`src/rtl/afifo_pkg.sv`:
```
// Shared definitions for the dual-clock FIFO controllers (write and read side).
package afifo_pkg;

    // Library default address width and the matching FIFO depth.
    localparam int PTR_W_DEF = 4;
    localparam int DEPTH     = 2 ** PTR_W_DEF;

    // Gray to binary: each binary bit is the XOR of all gray bits at and above it.
    // Operates on 32 bits; callers zero-extend narrower pointers and truncate the result.
    function automatic logic [31:0] gray2bin(input logic [31:0] gry);
        logic [31:0] bin;
        bin[31] = gry[31];
        for (int i = 30; i >= 0; i--) begin
            bin[i] = bin[i+1] ^ gry[i];
        end
        return bin;
    endfunction

    // Binary to gray: adjacent values differ in exactly one bit.
    function automatic logic [31:0] bin2gray(input logic [31:0] bin);
        return bin ^ (bin >> 1);
    endfunction

endpackage

```
`src/rtl/gry_cntr.sv`:
```
// Gray-code counter: binary state register with a registered gray copy, so the
// gray output comes straight from flops and exposes its next value for look-ahead.
module gry_cntr
    import afifo_pkg::*;
#(
    parameter int               WIDTH   = 5,
    parameter logic [WIDTH-1:0] RST_VAL = '0
) (
    input  logic             clk,
    input  logic             rst_n,
    input  logic             en,
    output logic [WIDTH-1:0] gry_cnt,
    output logic [WIDTH-1:0] gry_cnt_nxt
);

    logic [WIDTH-1:0] bin_reg;
    logic [WIDTH-1:0] bin_next;
    logic [WIDTH-1:0] gry_reg;

    // Next count: advance by one on enable, wrapping naturally at 2^WIDTH.
    always_comb begin
        bin_next    = bin_reg;
        if (en) begin
            bin_next = bin_reg + WIDTH'(1);
        end
        gry_cnt_nxt = WIDTH'(bin2gray(32'(bin_next)));
    end

    // Count registers; the gray copy is registered so consumers see a glitch-free value.
    always_ff @(posedge clk or negedge rst_n) begin
        if (!rst_n) begin
            bin_reg <= RST_VAL;
            gry_reg <= WIDTH'(bin2gray(32'(RST_VAL)));
        end else begin
            bin_reg <= bin_next;
            gry_reg <= gry_cnt_nxt;
        end
    end

    assign gry_cnt = gry_reg;

endmodule

```
`src/rtl/afifo_wr_ctrl.sv`:
```
// Write-side controller of the dual-clock FIFO: owns the gray write pointer,
// synchronizes the read pointer and produces RAM write strobe/address and flags.
module afifo_wr_ctrl
    import afifo_pkg::*;
#(
    parameter int PTR_W        = PTR_W_DEF,
    parameter int AFULL_THRESH = 12
) (
    input  logic             clk,
    input  logic             rst_n,
    input  logic             wr_req,
    input  logic [PTR_W:0]   rd_gry_ptr_async,
    input  logic             clr_err,
    output logic             wr_en,
    output logic [PTR_W-1:0] wr_addr,
    output logic [PTR_W:0]   wr_gry_ptr,
    output logic             full,
    output logic             afull,
    output logic [PTR_W:0]   fill_lvl,
    output logic             ovfl_err
);

    localparam logic [PTR_W:0] FIFO_DEPTH = (PTR_W+1)'(1 << PTR_W);
    localparam logic [PTR_W:0] AFULL_LVL  = (PTR_W+1)'(AFULL_THRESH);

    logic [PTR_W:0] gry_cnt;
    logic [PTR_W:0] gry_cnt_nxt;
    logic [PTR_W:0] rd_sync1_reg;
    logic [PTR_W:0] rd_sync2_reg;
    logic [PTR_W:0] rd_bin_s;
    logic [PTR_W:0] wr_bin_nxt;
    logic [PTR_W:0] fill_next;
    logic           full_next;
    logic           afull_next;
    logic [PTR_W:0] fill_reg;
    logic           full_reg;
    logic           afull_reg;
    logic           ovfl_reg;

    // Writes are refused while full; gating with rst_n keeps the RAM quiet during reset.
    assign wr_en = wr_req & ~full_reg & rst_n;

    gry_cntr #(
        .WIDTH   (PTR_W + 1),
        .RST_VAL ('0)
    ) u_gry_cntr (
        .clk         (clk),
        .rst_n       (rst_n),
        .en          (wr_en),
        .gry_cnt     (gry_cnt),
        .gry_cnt_nxt (gry_cnt_nxt)
    );

    assign wr_gry_ptr = gry_cnt;
    assign wr_addr    = PTR_W'(gray2bin(32'(gry_cnt)));

    // Two-flop synchronizer; gray coding means at most one bit is in flight per update.
    always_ff @(posedge clk or negedge rst_n) begin
        if (!rst_n) begin
            rd_sync1_reg <= '0;
            rd_sync2_reg <= '0;
        end else begin
            rd_sync1_reg <= rd_gry_ptr_async;
            rd_sync2_reg <= rd_sync1_reg;
        end
    end

    // Occupancy from the next write pointer, so flags line up with wr_gry_ptr each cycle.
    always_comb begin
        rd_bin_s   = (PTR_W+1)'(gray2bin(32'(rd_sync2_reg)));
        wr_bin_nxt = (PTR_W+1)'(gray2bin(32'(gry_cnt_nxt)));
        fill_next  = wr_bin_nxt - rd_bin_s;
        full_next  = (fill_next == FIFO_DEPTH);
        afull_next = (fill_next >= AFULL_LVL);
    end

    // Flag registers; sticky overflow where a new overflow beats a simultaneous clear.
    always_ff @(posedge clk or negedge rst_n) begin
        if (!rst_n) begin
            fill_reg  <= '0;
            full_reg  <= 1'b0;
            afull_reg <= 1'b0;
            ovfl_reg  <= 1'b0;
        end else begin
            fill_reg  <= fill_next;
            full_reg  <= full_next;
            afull_reg <= afull_next;
            if (wr_req && full_reg) begin
                ovfl_reg <= 1'b1;
            end else if (clr_err) begin
                ovfl_reg <= 1'b0;
            end
        end
    end

    assign fill_lvl = fill_reg;
    assign full     = full_reg;
    assign afull    = afull_reg;
    assign ovfl_err = ovfl_reg;

endmodule

```
`config.mk`:
```
export PLATFORM = sky130hd
export DESIGN_NAME = afifo_wr_ctrl
export DESIGN_NICKNAME = d
export VERILOG_FILES = /design/src/rtl/afifo_pkg.sv /design/src/rtl/gry_cntr.sv /design/src/rtl/afifo_wr_ctrl.sv
export SDC_FILE = /design/constraint.sdc
export NUM_CORES = 1
export LEC_CHECK = 0
export ABC_AREA = 1
export ABC_CLOCK_PERIOD_IN_PS = 5300
export CORE_ASPECT_RATIO = 0.7
export CORE_MARGIN = 1
export CORE_UTILIZATION = 45
export CTS_CLUSTER_DIAMETER = 60
export DETAILED_ROUTE_END_ITERATION = 16
export PLACE_DENSITY = 0.72
export SETUP_SLACK_MARGIN = 0.2
export SLEW_MARGIN = 20
export SYNTH_ARGS = -nofsm -noshare
export SYNTH_HDL_FRONTEND = slang
export SYNTH_SLANG_ARGS = --single-unit
```
`constraint.sdc`:
```
create_clock -name clk -period 5.3 [get_ports clk]
set_input_delay 0.795 -clock clk [delete_from_list [all_inputs] [get_ports clk]]
set_output_delay 0.795 -clock clk [all_outputs]
set_load 0.02 [all_outputs]
```
# --- Word level (Yosys, flattened, before mapping) ---
# Index checks and enable logic that the tools add are counted.
# Widths: inputs -> output; s select.
op_classes:
  reduce_logical: 2
  mux: 3
  n_lt_le_gt_ge: 1
  n_bitwise: 16
  addsub: 2
  eq_ne: 1
ops:
  columns: ["op", "count"]
  rows:
  - ["$xor 1x1->1", 12]
  - ["$add 5x1->5 const B", 1]
  - ["$eq 5x5->1 const B", 1]
  - ["$ge 5x4->1 const B", 1]
  - ["$mux 5", 1]
  - ["$sub 5x5->5", 1]
  - ["$xor 5x4->5", 1]
  - ["$and 1x1->1", 2]
  - ["$mux 1", 2]
  - ["$reduce_bool 2->1", 1]
  - ["$logic_and 1x1->1", 1]
  - ["$not 1->1", 1]
word_totals:
  ff_bits: 28
  in_bits: 9

# --- Depth between registers and ports, before layout ---
# Gate-level depths: netlist of run 1.
logic_depth:
  word_depth: 11
  mapped_depth: 16

# --- By module ---
# A second synthesis of run 1 with hierarchy kept.
unflattened:
  cells_unflattened: 150
  area_unflattened_um2: 1333.8
modules_own_cells:
  columns: ["mod", "cells_per_inst", "n_inst", "seq_area_each_um2", "area_each_um2"]
  rows:
  - ["afifo_wr_ctrl", 105, 1, 450.4, 917.1]
  - ["gry_cntr", 45, 1, 225.2, 416.6]

# --- Worst setup path after synthesis of run 1 ---
# Ideal clock, no wire load.
synth_path:
  path_type: "register to output"
  from: "reg u_gry_cntr.gry_reg[3] (netlist: u_gry_cntr.gry_cnt[3])"
  to: "out wr_addr[0]"
  n_path_buf: 0
  arrival_time_ns: 1.832
  stages_incl_launch_ff: 5
  setup_slack_ns: 2.673
  path_cell_list: "dfrtp_1 xor2_2 xor2_2 xnor2_1 xor2_1"
synth_between:
  elab_chain_cells: 4
synth_lines:
  columns: ["item", "line_no", "source"]
  rows:
  - ["start: declaration", "gry_cntr.sv:18", "logic [WIDTH-1:0] gry_reg;"]
  - ["start signal: assignment", "gry_cntr.sv:33", "gry_reg <= WIDTH'(bin2gray(32'(RST_VAL)));"]
  - ["start signal: assignment", "gry_cntr.sv:36", "gry_reg <= gry_cnt_nxt;"]
  - ["$xor 1x1->1", "afifo_pkg.sv:14", "bin[i] = bin[i+1] ^ gry[i];"]
  - ["via wr_addr[3]", "afifo_wr_ctrl.sv:15", "output logic [PTR_W-1:0] wr_addr,"]
  - ["$xor 1x1->1 (2 in a row)", "afifo_pkg.sv:14", null]
  - ["via wr_addr[1]", "afifo_wr_ctrl.sv:15", null]
  - ["$xor 1x1->1", "afifo_pkg.sv:14", null]
  - ["end: declaration", "afifo_wr_ctrl.sv:15", null]
# The timed path passes the listed nets, and every way through them passes these cells.

# --- Worst setup path in the final report of run 1 ---
layout_path:
  from: "in rst_n"
  to: "out wr_en"
layout_between:
  elab_chain_cells: 1
layout_lines:
  columns: ["item", "line_no", "source"]
  rows:
  - ["start: declaration", "afifo_wr_ctrl.sv:10", "input logic rst_n,"]
  - ["$and 1x1->1", "afifo_wr_ctrl.sv:41", "assign wr_en = wr_req & ~full_reg & rst_n;"]
  - ["end: declaration", "afifo_wr_ctrl.sv:14", "output logic wr_en,"]
# Every way passes these cells.

==> out/metrics.csv, run 1 <==
metric;value;unit
RSZ-0062 raised after global routing;no;
Detail Placement HPWL;1.621;mm
Crit Path Max Fanout;11;
clock insertion delay at the later pin of the skew report;260;ps
Worst Skew;1.789;ps
post-synthesis compound-gate area fraction;2.408;%
Psw;0.4892;mW
grt ovf;0;
First DRT Iteration DRCs;16;
synthesized instance count;131;
Pre-antenna DRT Iters;4;
TritonCTS clock tree;yes;
max cap viols;0;
vias in the first global route;808;
nets;176;
total negative setup slack;0;ps
Netlist cell types;24;
Hold Fails Final Rpt;0;
post-synthesis sequential area ratio;52.02;%
Die Y;46.95;um
CP endpoint kind;primary output;
Std-Cell Rows;15;
die width;66.21;um
Max Root-Sink Buffers;2;
Syn Area/Cell;9.914;um^2
vias;882;
area share of the leading cell type in the synthesized netlist;52.02;%
Highest Clock Rate;307.3;MHz
area occupied by multi-input gates;508.0;um^2
Worst Max-Slew Pin Slew;483.3;ps
met1 usage;20.50;%
first-pass GRT wire length;3.567;mm
Detail Route Antenna Nets;0;
CTS Buf Count;3;
Synth Cell Area;0.001299;mm^2
Period minus WS final;3254;ps
# H-tree levels;1;
Tot Pwr;1.133;mW
Int Power;0.6442;mW
post-synthesis adder-cell area fraction;5.395;%
Core ar.;0.002590;mm^2
Tot GR Track Use;16.36;%
Synth Area in Simple Gates;20.81;%
Worst Setup Start Kind;primary input;
power share of the combinational group;61.8;%
final-report setup violation count;0;
clk slew on worst S/H paths;80;ps
final period utilization;61.40;%
fillers;229;
Post-Layout Cell Count;195;
Final Slew Violations;0;
Synth Area in XOR/XNOR;10.50;%
met3 usage;5.583;%
initial core utilization;50.14;%
Critical Setup Path Class;in -> out;
Worst EP required;4510;ps
CP arrival;2460;ps
sequential share of power;28.5;%
Peak VDD IR;0.3031;mV
hold crit path type;reg -> reg;
static leakage;0.8223;nW
Final WS setup;2046;ps
Area contributors post-synth;dfrtp_1 (52%), nand2_1 (7.8%), inv_1 (7.5%);
pre-CTS setup slack;1961;ps
cell count after placement;191;
P&R area growth vs syn;26.78;%
clock network fraction of design power;9.8;%
combinational family with the most area after synthesis;simple AND/OR/NAND/NOR gates;
PortBufs;26;
CTS Hold Bufs;0;
Util after Layout;63.57;%
met2 GRT Util;26.33;%
post-CTS setup buffers;0;
Yosys top cell by area;dfrtp_1;
layout cells sized above 1;16.15;%
die area;0.003108;mm^2
Rel. slew slack;67.68;%
Yosys reg bits;27;
initial antenna violation count;0;
Most Used Layer, Global Route;met2;
Sw Share;43.16;%
CTS sink cnt;27;
GPL Wtd Cong;0.7874;
root buf cell;clkbuf_8;
commonest cells after routing, fill and taps aside;nand2_1 (27), dfrtp_1 (27), inv_1 (26), clkdlybuf4s50_1 (26), nand2_2 (9);
PwrDens;688.3;mW/mm^2
vias per cell;4.523;
FF/Latch Area;675.6;um^2
CTS resizes;0;
number of inserted diodes;0;
largest net degree at the start of global routing;20;
post-synthesis mux area share;0;%
status;finished clean;
Wirelength per Cell;10.72;um
Total Wirelength;2.091;mm
I/O Pins;27;
Ys Warns;0;
Remaining DRCs;0;
synthesized net count;145;
synthesized netlist by cell type (all sizes together):
cell type	instances
dfrtp	27
nand4	2
nand3	7
o21ai	4
inv	28
nor2	4
xnor2	4
buf	1
xor2	9
nand3b	1
o21bai	1
ha	4
nand2	38
fa	1
power by group through the flow:
stage,clock network [mW],logic [mW],registers [mW]
after detailed placement,0,0.705,0.326
after floorplan,0,0.397,0.376
final,0.111,0.700,0.323
after global routing,0.124,0.782,0.332
after global placement,0,0.698,0.324
after CTS,0.117,0.708,0.323
metrics by stage:
stage,cell area [um^2],hold WS [ps]
floorplan,1299,331.2
global placement,1602,333.8
detailed placement,1602,336.4
CTS,1647,356.6
global route,1647,371.0
finish,1647,354.7
layout make-up:
cell class	instances	share of cell area (%)
timing repair buffer	27	16.26
inverter	28	6.535
sequential	27	41.03
clock buffer	4	2.736
multi-input combinational	75	30.85
tap	34	2.584
worst max-delay path: stages:
cell,delay [ps]
clkdlybuf4s50_1,770
nand2_2,120
nor2_4,150
clkdlybuf4s50_1,620
cell families after synthesis:
kind of cell,count (synthesis)
simple gates,52
buf+inv,29
flops,27
xor+xnor,13
compound gates,5
fa+ha+maj,5
path summary, 6_finish.rpt:
kind / slack, ps / cells past startpoint / startpoint / to
setup / recovery: 2050 / 4 / rst_n / wr_en
hold / removal: 350 / 0 / rd_sync1_reg[1] / rd_sync2_reg[1]
setup reg to reg: 2880 / 14 / rd_sync2_reg[4] / full
hold reg to reg: 350 / 0 / rd_sync1_reg[1] / rd_sync2_reg[1]
max in group asynchronous: 3820 / 2 / rst_n / rd_sync1_reg[0]
min in group asynchronous: 850 / 1 / rst_n / u_gry_cntr.gry_cnt[0]
metal layers:
metal	routed length, um	vias up
li1	-	449
met1	981	397
met3	141	4
met4	29	0
met2	939	32
met5	0	-
Note: power is estimated with default switching activity, not from simulation.
==> run 2, diff against run 1 <==
- ABC_CLOCK_PERIOD_IN_PS: 5300 -> 3150
- clock period: 5.3 -> 3.15 ns (I/O delays scaled with it)
==> run 2 against run 1 <==
Against the previous run:
- combinational power rose by 70%
- total power rose by 71%
- wire length rose by 1.7%
- final area rose by 0.68%
- sequential power rose by 70%
- critical path depth rose by 1
- count of clock-buffer cells in the layout fell by 1
- clock power rose by 77%
- register-to-register slack got worse by 2200 ps
- via count rose by 1.8%
- non-clock buffer count rose by 1
- largest cell class unchanged
==> out/metrics.csv, run 2 (synthesis gave the netlist of run 1 again) <==
metric;value;unit;change
Max Root-Sink Buffers;2;;unchanged
grt ovf;0;;unchanged
FF-to-FF End;afull;;was full
clock insertion delay at the later pin of the skew report;270;ps;was 260 ps
static leakage;0.8261;nW;was 0.8223 nW
Wirelength per Cell;10.85;um;was 10.72 um
Worst Setup Start Kind;flop;;was primary input
post-CTS setup buffers;0;;unchanged
max cap viols;0;;unchanged
final period utilization;82.70;%;
Highest Clock Rate;383.9;MHz;
vias;898;;was 882
flop2flop setup slack;690;ps;was 2880 ps
Worst EP required;2680;ps;was 4510 ps
Worst Skew;1.953;ps;was 1.789 ps
cell count after placement;192;;was 191
RSZ-0062 raised after global routing;no;;unchanged
CTS resizes;0;;unchanged
Peak VDD IR;0.7352;mV;was 0.3031 mV
highest metal used;met4;;unchanged
worst r2r path cells;15;;was 14
Period minus WS final;2605;ps;
P&R area growth vs syn;27.65;%;was 26.78%
Std-Cell Rows;15;;unchanged
routed wl met3;137;um;was 141 um
vias in the first global route;849;;was 808
origin of the critical flop-to-flop path;rd_sync2_reg[4];;unchanged
initial antenna violation count;0;;unchanged
vias per cell;4.582;;was 4.523
root buf cell;clkbuf_8;;unchanged
total negative setup slack;0;ps;unchanged
CTS sink cnt;27;;unchanged
Rel. slew slack;75.69;%;was 67.68%
met1 WL;994;um;was 981 um
I/O Pins;27;;unchanged
Post-Layout Cell Count;196;;was 195
Total Wirelength;2.126;mm;was 2.091 mm
Remaining DRCs;0;;unchanged
hold crit path type;reg -> reg;;unchanged
First DRT Iteration DRCs;14;;was 16
Hold Fails Final Rpt;0;;unchanged
TritonCTS clock tree;yes;;unchanged
final-report setup violation count;0;;unchanged
CP endpoint kind;primary output;;unchanged
clk slew on worst S/H paths;90;ps;was 80 ps
initial core utilization;50.14;%;unchanged
met2 WL;963;um;was 939 um
PortBufs;26;;unchanged
die area;0.003108;mm^2;unchanged
CP endpoint;wr_addr[0];;was wr_en
PwrDens;1167;mW/mm^2;was 688.3 mW/mm^2
Tot GR Track Use;16.28;%;was 16.36%
status;finished clean;;unchanged
# H-tree levels;1;;unchanged
Core ar.;0.002590;mm^2;unchanged
first-pass GRT wire length;3.594;mm;was 3.567 mm
Critical Setup Path Class;reg -> out;;was in -> out
commonest cells after routing, fill and taps aside;nand2_1 (27), dfrtp_1 (27), inv_1 (26), clkdlybuf4s50_1 (26), nand2_2 (9);;unchanged
nets;177;;was 176
number of inserted diodes;0;;unchanged
origin of the worst setup path;u_gry_cntr.bin_reg[4];;was rst_n
die width;66.21;um;unchanged
layout cells sized above 1;17.28;%;was 16.15%
Final Slew Violations;0;;unchanged
Detail Route Antenna Nets;0;;unchanged
worst hold slack;354.4;ps;was 354.7 ps
Crit Path Max Fanout;4;;was 11
Worst Max-Slew Pin Slew;362.3;ps;was 483.3 ps
Pre-antenna DRT Iters;4;;unchanged
largest net degree at the start of global routing;17;;was 20
GPL Wtd Cong;0.8125;;was 0.7874
CP arrival;2130;ps;was 2460 ps
CTS Hold Bufs;0;;unchanged
Detail Placement HPWL;1.681;mm;was 1.621 mm
Die Y;46.95;um;unchanged
fillers;211;;was 229
CTS Buf Count;3;;unchanged
-- run 2: through the flow --
step                      power [mW]  util [%]  area [um^2]  setup slack (ps)
after floorplan                1.302         -         1299             845.7
after global placement         1.715     62.13         1609             527.9
after detailed placement       1.753     62.13         1609             379.5
after CTS                      1.957     64.01         1658             505.0
after global routing           2.097     64.01         1658             423.7
final                          1.934     64.01         1658             545.1
-- run 2: worst min-delay path by stage --
stage,start,end,cells past startpoint
2_1_floorplan,rst_n,afull,0
3_3_place_gp,rd_sync1_reg[1],rd_sync2_reg[1],0
3_5_place_dp,rd_sync1_reg[1],rd_sync2_reg[1],0
4_1_cts,rd_sync1_reg[1],rd_sync2_reg[1],0
5_1_grt,rd_sync1_reg[4],rd_sync2_reg[4],0
6_report,rd_sync1_reg[1],rd_sync2_reg[1],0
-- run 2: layer usage --
metal | GRT usage (%) | vias to the layer above
li1 | - | 447
met4 | 8.085 | 0
met5 | 0 | -
met3 | 4.612 | 4
met1 | 19.44 | 418
met2 | 27.96 | 29
-- run 2: worst max-delay path, cell delays in order, from the launching register on --
cell             delay [ps]
dfrtp_1                 450
xor2_2                  240
xor2_2                  190
xnor2_1                 180
xor2_1                  180
clkdlybuf4s50_1         620
-- run 2: final cells by class --
cell class                 count  area [um^2]  share of cell area (%)
sequential                    27        675.6                   40.75
inverter                      28        107.6                   6.491
multi-input combinational     75        508.0                   30.64
clock buffer                   3        41.29                   2.491
clock inverter                 1        7.507                  0.4528
tap                           34        42.54                   2.566
timing repair buffer          28        275.3                   16.60
-- run 2: power by group --
part	leakage (nW)	switching [mW]	internal (mW)
Sequential	0.318	0.0836	0.464
Combinational	0.486	0.657	0.532
Clock	0.0217	0.108	0.0898
